**config.mk**
```make
export PLATFORM = sky130hd
export DESIGN_NAME = gf256_poly_div_iterative
export DESIGN_NICKNAME = d
export VERILOG_FILES = /design/src/rtl/gf256_poly_div_iterative.sv
export SDC_FILE = /design/constraint.sdc
export NUM_CORES = 1
export LEC_CHECK = 0
export CORE_UTILIZATION = 35
export CTS_CLUSTER_DIAMETER = 40
export DETAILED_ROUTE_END_ITERATION = 7
export SYNTH_ARGS = -nofsm -noshare
export SYNTH_HDL_FRONTEND = slang
export SYNTH_SLANG_ARGS = --single-unit
```
**constraint.sdc**
```tcl
create_clock -name clk -period 4.55 [get_ports clk]
set_input_delay 0.91 -clock clk [delete_from_list [all_inputs] [get_ports clk]]
set_output_delay 0.91 -clock clk [all_outputs]
set_load 0.005 [all_outputs]
```
**src/rtl/gf256_poly_div_iterative.sv**
```systemverilog
// GF(2^8) divider: poly_out = poly_a * poly_b^254, computed by iterative square-and-multiply.
// Define GF256_DIV_FASTPATH_EN to finish divisors 0 and 1 directly at accept (latency 1).
module gf256_poly_div_iterative #(
    parameter logic [7:0] POLY = 8'h1D,
    parameter int         ITER = 7
) (
    input  logic       clk,
    input  logic       reset_n,
    input  logic       in_valid,
    output logic       in_ready,
    input  logic [7:0] poly_a,
    input  logic [7:0] poly_b,
    output logic       out_valid,
    input  logic       out_ready,
    output logic [7:0] poly_out,
    output logic       div_by_zero
);

    localparam logic [1:0] S_IDLE = 2'd0;
    localparam logic [1:0] S_RUN  = 2'd1;
    localparam logic [1:0] S_DONE = 2'd2;

    localparam logic [2:0] CNT_LAST = 3'(ITER - 1);

    generate
        if (ITER != 7) begin : g_bad_iter
            $error("gf256_poly_div_iterative: ITER must be 7 for GF(2^8)");
        end
    endgenerate

    function automatic logic [7:0] gf_mult(input logic [7:0] p, input logic [7:0] q);
        logic [7:0] prod;
        logic [7:0] sh;
        prod = '0;
        sh   = p;
        for (int unsigned i = 0; i < 8; i++) begin
            if (q[i]) prod = prod ^ sh;
            sh = sh[7] ? ({sh[6:0], 1'b0} ^ POLY) : {sh[6:0], 1'b0};
        end
        return prod;
    endfunction

    logic [1:0] state_q, state_d;
    logic [2:0] cnt_q, cnt_d;
    logic [7:0] acc_q, acc_d;
    logic [7:0] x_q, x_d;
    logic       zflag_q, zflag_d;

    logic [7:0] sq_in;
    logic [7:0] sq_out;
    logic [7:0] acc_mul;
    logic       accept;
    logic       release_out;

    // One squarer serves both the initial b^2 in IDLE and the x^2 update in RUN.
    assign sq_in   = (state_q == S_IDLE) ? poly_b : x_q;
    assign sq_out  = gf_mult(sq_in, sq_in);
    assign acc_mul = gf_mult(acc_q, x_q);

    assign in_ready    = (state_q == S_IDLE);
    assign out_valid   = (state_q == S_DONE);
    assign poly_out    = out_valid ? acc_q : '0;
    assign div_by_zero = out_valid ? zflag_q : 1'b0;

    assign accept      = in_valid && in_ready;
    assign release_out = out_valid && out_ready;

    always_comb begin
        state_d = state_q;
        cnt_d   = cnt_q;
        acc_d   = acc_q;
        x_d     = x_q;
        zflag_d = zflag_q;
        case (state_q)
            S_IDLE: begin
                if (accept) begin
                    acc_d   = poly_a;
                    x_d     = sq_out;
                    zflag_d = (poly_b == 8'h00);
                    cnt_d   = '0;
                    state_d = S_RUN;
`ifdef GF256_DIV_FASTPATH_EN
                    if (poly_b == 8'h00) begin
                        acc_d   = '0;
                        state_d = S_DONE;
                    end else if (poly_b == 8'h01) begin
                        state_d = S_DONE;
                    end
`else
`endif
                end
            end
            S_RUN: begin
                acc_d = acc_mul;
                x_d   = sq_out;
                cnt_d = cnt_q + 3'd1;
                if (cnt_q == CNT_LAST) state_d = S_DONE;
            end
            S_DONE: begin
                if (release_out) state_d = S_IDLE;
            end
            default: state_d = S_IDLE;
        endcase
    end

    always_ff @(posedge clk or negedge reset_n) begin
        if (!reset_n) begin
            state_q <= S_IDLE;
            cnt_q   <= '0;
            acc_q   <= '0;
            x_q     <= '0;
            zflag_q <= 1'b0;
        end else begin
            state_q <= state_d;
            cnt_q   <= cnt_d;
            acc_q   <= acc_d;
            x_q     <= x_d;
            zflag_q <= zflag_d;
        end
    end

endmodule

```
==> results.sh, run 1 <==
export IMPL_outcome="completed"
export IMPL_synth_top_cells_by_area="xnor2_1 22%, dfrtp_1 15%, xor2_1 9.4%"
export IMPL_first_iter_violations=160
export IMPL_worst_skew_pair_late_latency_ns=0.28
export IMPL_detail_route_wirelength_met1_um=4520
export IMPL_post_drt_wl_per_cell_um=16.5
export IMPL_ratio_of_cells_with_drive_above_1_in_the_final_layout=0.0642
export IMPL_core_um2=10300
export IMPL_synthesis_nets=507
export IMPL_htree_num_levels=1
export IMPL_final_period_utilization=0.756
export IMPL_rsz0062_at_grt="false"
export IMPL_cts_post_setup_buffers_inserted=0
export IMPL_resized_after_cts=0
export IMPL_met2_routed_length_um=4960
export IMPL_globalRoute_totalOverflow=0
export IMPL_synthesis_instances=484
export IMPL_dieArea_um2=11000
export IMPL_period_minus_slack_ns=3.44
export IMPL_fmax_ghz=0.291
export IMPL_crit_path_cell_trace="clkdlybuf4s50_1 -> a21oi_4 -> inv_2 -> ha_1 -> xnor2_1 -> nor2_1 -> xnor2_1 -> xnor2_1 -> xnor2_1 -> o21ai_1"
export IMPL_cts_sink_count=22
export IMPL_worst_slew_pin_transition_ns=1.08
export IMPL_drt_antenna_violating_nets=0
export IMPL_post_dr_vias_cell=5.28
export IMPL_numPortBuffers=30
export IMPL_dieWidth_um=105
export IMPL_dr_max_layer_used="met4"
export IMPL_crit_type="input port to flip-flop"
export IMPL_initial_util=0.361
export IMPL_crit_required_ns=4.68
export IMPL_multiInputGateArea_um2=2910
export IMPL_post_synth_top_area_fraction=0.217
export IMPL_ys_ff_latch=22
export IMPL_global_route_wire_length_before_repair_um=16800
export IMPL_number_of_hold_violations_in_the_final_report=0
export IMPL_synth_edf_count=0
export IMPL_clk_root_buffer_cell="clkbuf_8"
export IMPL_detailedRoute_firstPassIterationCount=4
export IMPL_finalNetCount=507
export IMPL_slew_headroom=0.278
export IMPL_setup_total_negative_slack_ns=0
export IMPL_finalWirelength_um=10200
export IMPL_antenna_cells=0
export IMPL_placement_rows=37
export IMPL_cts_tree="built"
export IMPL_routed_via_count=3271
export IMPL_hold_class="flip-flop to flip-flop"
export IMPL_timing_max_transition_violations_final=0
export IMPL_routabilityCongestion=0.907
export IMPL_cell_with_the_most_instances_on_the_worst_path="xnor2_1"
export IMPL_ctsLongestPathBuffers=2
export IMPL_final_cell_mix="92 x xnor2_1, 81 x nand2_1, 40 x xor2_1"
export IMPL_ys_types=59
export IMPL_drc_errors=0
export IMPL_asyncSetResetFlopFracSynth=1.00
export IMPL_startpoint_type="input port"
export IMPL_ios=31
export IMPL_cts_inserted_buffers=3
export IMPL_max_stage_delay_ns=0.53
export IMPL_grt_antenna_before_repair=0
export IMPL_critical_path_arrival_ns=3.57
export IMPL_met3_wirelength_um=579
export IMPL_regArea_um2=551
export IMPL_type_of_element_capturing_the_critical_path="flip-flop"
export IMPL_gr_usage_all_layers=0.191
export IMPL_worst_path_max_delay_cell="clkdlybuf4s50_1"
export IMPL_seq_area_frac_synth=0.148
export IMPL_floorplan_die_height_um=105
export IMPL_drv_cap=0
export IMPL_area_delta_synth_final_pct=11.1
export IMPL_ctsHoldBuffers=0
export IMPL_mostFrequentLayoutCell="xnor2_1"
export IMPL_synth_warnings=0
export IMPL_finalClockSkew_ns=0.00391
export IMPL_combined_area_of_all_synthesized_cells_um2=3710
export IMPL_dp_hpwl_um=7340
export IMPL_first_global_vias=3288
export IMPL_worst_path_max_fanout=12
export IMPL_clock_transition_time_at_the_flip_flop_clock_pins_of_the_worst_setup_and_hold_paths_ns=0.09
export IMPL_yosys_most_used_dff="dfrtp_1"
export IMPL_setup_viol=0
export IMPL_avgSynthCellArea_um2=7.66
export IMPL_grt_max_degree=26
export IMPL_synth_top_area_cell="xnor2_1"
export IMPL_n_fill_cell=1064
[layer usage]
layer,up-vias,track usage
li1,1604,-
met1,1552,0.236
met2,99,0.345
met3,16,0.0262
met4,0,0.0463
met5,-,0
[worst max-delay path: cells and delay by family]
family	cells	cell delay, ns
adders and majority gates	1	0.37
buffers and inverters	2	0.67
and+or+nand+nor	1	0.14
AOI/OAI and AO/OA	2	0.45
xor gates and xnor gates	4	1.02
[path summary, 6_finish.rpt]
kind                            start         end  slack, ns  depth (start not counted)
min in group asynchronous     reset_n  state_q[1]       1.20                          1
hold reg to reg               zflag_q     zflag_q       0.52                          2
max in group asynchronous     reset_n      x_q[4]       2.72                          1
hold / removal                zflag_q     zflag_q       0.52                          2
setup reg to reg           state_q[1]      x_q[5]       1.33                         11
setup / recovery            poly_b[6]      x_q[5]       1.11                         10
[final cells by class]
class,instances,share of cell area
multi-input cells,407,0.706
flip-flops and latches,22,0.134
repair buffers,41,0.0929
well taps,136,0.0413
clock buffers,3,0.0100
inverters,9,0.00941
clock inverters,1,0.00728
[cells in the mapped netlist, types with 2 or more instances]
library cell,count
mux2i_1,16
a21oi_1,15
o21a_1,2
nor3b_1,2
mux2_2,2
nand2b_1,6
nor3_1,8
a31oi_1,3
xor2_1,40
a22oi_1,5
dfrtp_1,22
xnor3_1,7
o21ai_0,21
o31ai_1,4
buf_1,8
nor2b_1,8
clkbuf_1,23
nor2_1,24
xnor2_1,92
mux2i_4,3
inv_1,7
nand3_1,9
o22ai_1,2
o21ai_1,7
o221ai_1,7
a211oi_1,4
o211ai_1,2
ha_1,3
nand2_1,81
buf_2,12
and2_1,9
a32oi_1,3
[registers in the layout, summed over array words and instances, names as in the netlist]
register	cells
zflag_q	1
state_q	2
acc_q	8
cnt_q	3
x_q	8
[cells by family (layout without fill, tap and decap cells)]
kind of cell,after synthesis,after routing,synth area share
and+or+nand+nor,154,154,0.186
xor gates and xnor gates,139,139,0.354
AOI/OAI and AO/OA,88,88,0.158
buffers and inverters,55,54,0.0685
muxes,23,23,0.0752
DFF,22,22,0.148
adders and majority gates,3,3,0.0101
[metrics by stage]
step / instance area (um2) / setup slack, ns / util / hold slack (ns) / std cells
2_1_floorplan: 3710 / 1.81 / - / 0.468 / 484
3_3_place_gp: 4050 / 0.919 / 0.394 / 0.486 / 615
3_5_place_dp: 4050 / 0.861 / 0.394 / 0.511 / 615
4_1_cts: 4120 / 1.15 / 0.401 / 0.532 / 619
5_1_grt: 4120 / 0.874 / 0.401 / 0.578 / 619
6_report: 4120 / 1.11 / 0.401 / 0.524 / 619
Power of run 1 is not shown: default switching activity piles up to over one toggle a cycle in this logic, so the estimate is an artifact.
==> run 2, diff against run 1 <==
- clock period: 4.55 -> 3.2 ns (I/O delays scaled with it)
==> run 2 against run 1 <==
  * Critical path depth unchanged
  * Design area up 2.7%
  * Hold slack better by 0.0084 ns
  * Critical path type unchanged
  * Clock skew up 0.0039 ns
  * Core utilization up 1.1 points
  * Highest routed layer unchanged
  * Die area unchanged
  * First-iteration DRC count down 14%
  * Largest cell class unchanged
  * Non-clock buffer count up 19
==> results.sh, run 2 (synthesized netlist as in run 1, its figures left out) <==
export IMPL_fmax_ghz=0.360
export IMPL_critical_path_startpoint="poly_b[7]"
export IMPL_crit_path_cell_trace="clkdlybuf4s50_1 -> xnor3_1 -> mux2i_1 -> buf_4 -> and2_1 -> mux2i_1 -> xnor2_1 -> xnor2_1 -> xnor2_1 -> o21ai_1"
export IMPL_crit_type="input port to flip-flop"
export IMPL_drt_antenna_violating_nets=0
export IMPL_clk_root_buffer_cell="clkbuf_8"
export IMPL_slew_headroom=0.514
export IMPL_finalClockSkew_ns=0.00778
export IMPL_end_of_the_worst_register_to_register_path="x_q[2]"
export IMPL_type_of_element_capturing_the_critical_path="flip-flop"
export IMPL_cp_buffers_inverters=2
export IMPL_ctsHoldBuffers=0
export IMPL_global_route_wire_length_before_repair_um=17100
export IMPL_drv_cap=0
export IMPL_ff2ff_setup_slack_ns=0.49
export IMPL_finalNetCount=526
export IMPL_grt_max_degree=24
export IMPL_setup_total_negative_slack_ns=0
export IMPL_worst_skew_pair_late_latency_ns=0.27
export IMPL_detailedRoute_firstPassIterationCount=4
export IMPL_finalWirelength_um=10500
export IMPL_cp_num_cells=10
export IMPL_critical_path_arrival_ns=2.94
export IMPL_cts_sink_count=22
export IMPL_period_minus_slack_ns=2.78
export IMPL_gr_usage_all_layers=0.195
export IMPL_cp_top_family="XOR/XNOR gates"
export IMPL_number_of_hold_violations_in_the_final_report=0
export IMPL_hold_class="flip-flop to flip-flop"
export IMPL_mostFrequentLayoutCell="xnor2_1"
export IMPL_worst_slew_pin_transition_ns=0.729
export IMPL_clock_transition_time_at_the_flip_flop_clock_pins_of_the_worst_setup_and_hold_paths_ns=0.09
export IMPL_post_drt_wl_per_cell_um=16.6
export IMPL_cts_tree="built"
export IMPL_post_dr_vias_cell=5.27
export IMPL_cell_with_the_most_instances_on_the_worst_path="xnor2_1"
export IMPL_ratio_of_cells_with_drive_above_1_in_the_final_layout=0.0978
export IMPL_area_delta_synth_final_pct=14.2
export IMPL_floorplan_die_height_um=105
export IMPL_n_fill_cell=1066
export IMPL_first_iter_violations=138
export IMPL_globalRoute_totalOverflow=0
export IMPL_timing_hold_worst_path_depth=1
export IMPL_largest_registers="acc_q: 8 flops, x_q: 8 flops, cnt_q: 3 flops"
export IMPL_first_global_vias=3320
export IMPL_cts_inserted_buffers=3
export IMPL_worst_path_max_delay_cell="clkdlybuf4s50_1"
export IMPL_worst_r2r_path_depth=13
export IMPL_timing_hold_worst_start="cnt_q[0]"
export IMPL_grt_antenna_before_repair=0
export IMPL_crit_reg2reg_launch="state_q[1]"
export IMPL_pre_cts_slack_ns=0.106
export IMPL_finalHoldWorstSlack_ns=0.532
export IMPL_ios=31
export IMPL_initial_util=0.361
export IMPL_final_cell_mix="92 x xnor2_1, 81 x nand2_1, 40 x xor2_1"
export IMPL_antenna_cells=0
export IMPL_core_um2=10300
export IMPL_startpoint_type="input port"
export IMPL_worstHoldEndpoint="cnt_q[0]"
export IMPL_setup_viol=0
export IMPL_cts_post_setup_buffers_inserted=0
export IMPL_max_stage_delay_ns=0.69
export IMPL_final_period_utilization=0.868
export IMPL_dieArea_um2=11000
export IMPL_routed_via_count=3357
export IMPL_outcome="completed"
export IMPL_rsz0062_at_grt="false"
export IMPL_worst_path_max_fanout=8
export IMPL_placement_rows=37
export IMPL_crit_required_ns=3.36
export IMPL_numPortBuffers=30
export IMPL_htree_num_levels=1
export IMPL_routabilityCongestion=0.925
export IMPL_timing_max_transition_violations_final=0
export IMPL_layout_setup_ws_ns=0.423
export IMPL_dp_hpwl_um=7850
export IMPL_dieWidth_um=105
export IMPL_resized_after_cts=0
export IMPL_ctsLongestPathBuffers=2
export IMPL_drc_errors=0
==> run 2: changes by cell type in the layout (fill, tap and decap cells not counted) <==
cell,change
buf_4,+19
bufinv_16,-1
==> run 2: cell type report <==
cell class | instances | area [um2] | share of cell area
multi-input combinational | 407 | 2910 | 0.687
clock buffer | 3 | 41.3 | 0.00975
timing repair buffer | 60 | 526 | 0.124
tap | 136 | 170 | 0.0402
sequential | 22 | 551 | 0.130
inverter | 9 | 38.8 | 0.00916
==> run 2: per-stage QoR <==
step                       util  cells  area, um2
after floorplan               -    484       3710
after global placement    0.408    634       4190
after detailed placement  0.408    634       4190
after CTS                 0.412    637       4240
after global routing      0.412    637       4240
final                     0.412    637       4240
==> run 2: worst max-delay path by stage <==
stage                        end  slack (ns)
after floorplan           x_q[5]        0.50
after global placement    x_q[4]        0.15
after detailed placement  x_q[4]        0.11
after CTS                 x_q[4]        0.39
after global routing      x_q[4]        0.20
final                     x_q[4]        0.42
==> run 2: metal layers <==
metal,part of all wire,vias to the layer above,wire length [um],global-route usage
li1,-,1643,-,-
met1,0.44,1611,4640,0.241
met2,0.49,91,5160,0.347
met3,0.053,12,564,0.0343
met4,0.017,0,182,0.0513
met5,0,-,0,0
Power of run 2 is left out for the same reason.
==> run 3, diff against run 2 <==
- SLEW_MARGIN: default -> 10
==> results of run 3 <==
The final DEF is identical to that of run 2; final timing and power are the same.
Power of run 3 is left out for the same reason.
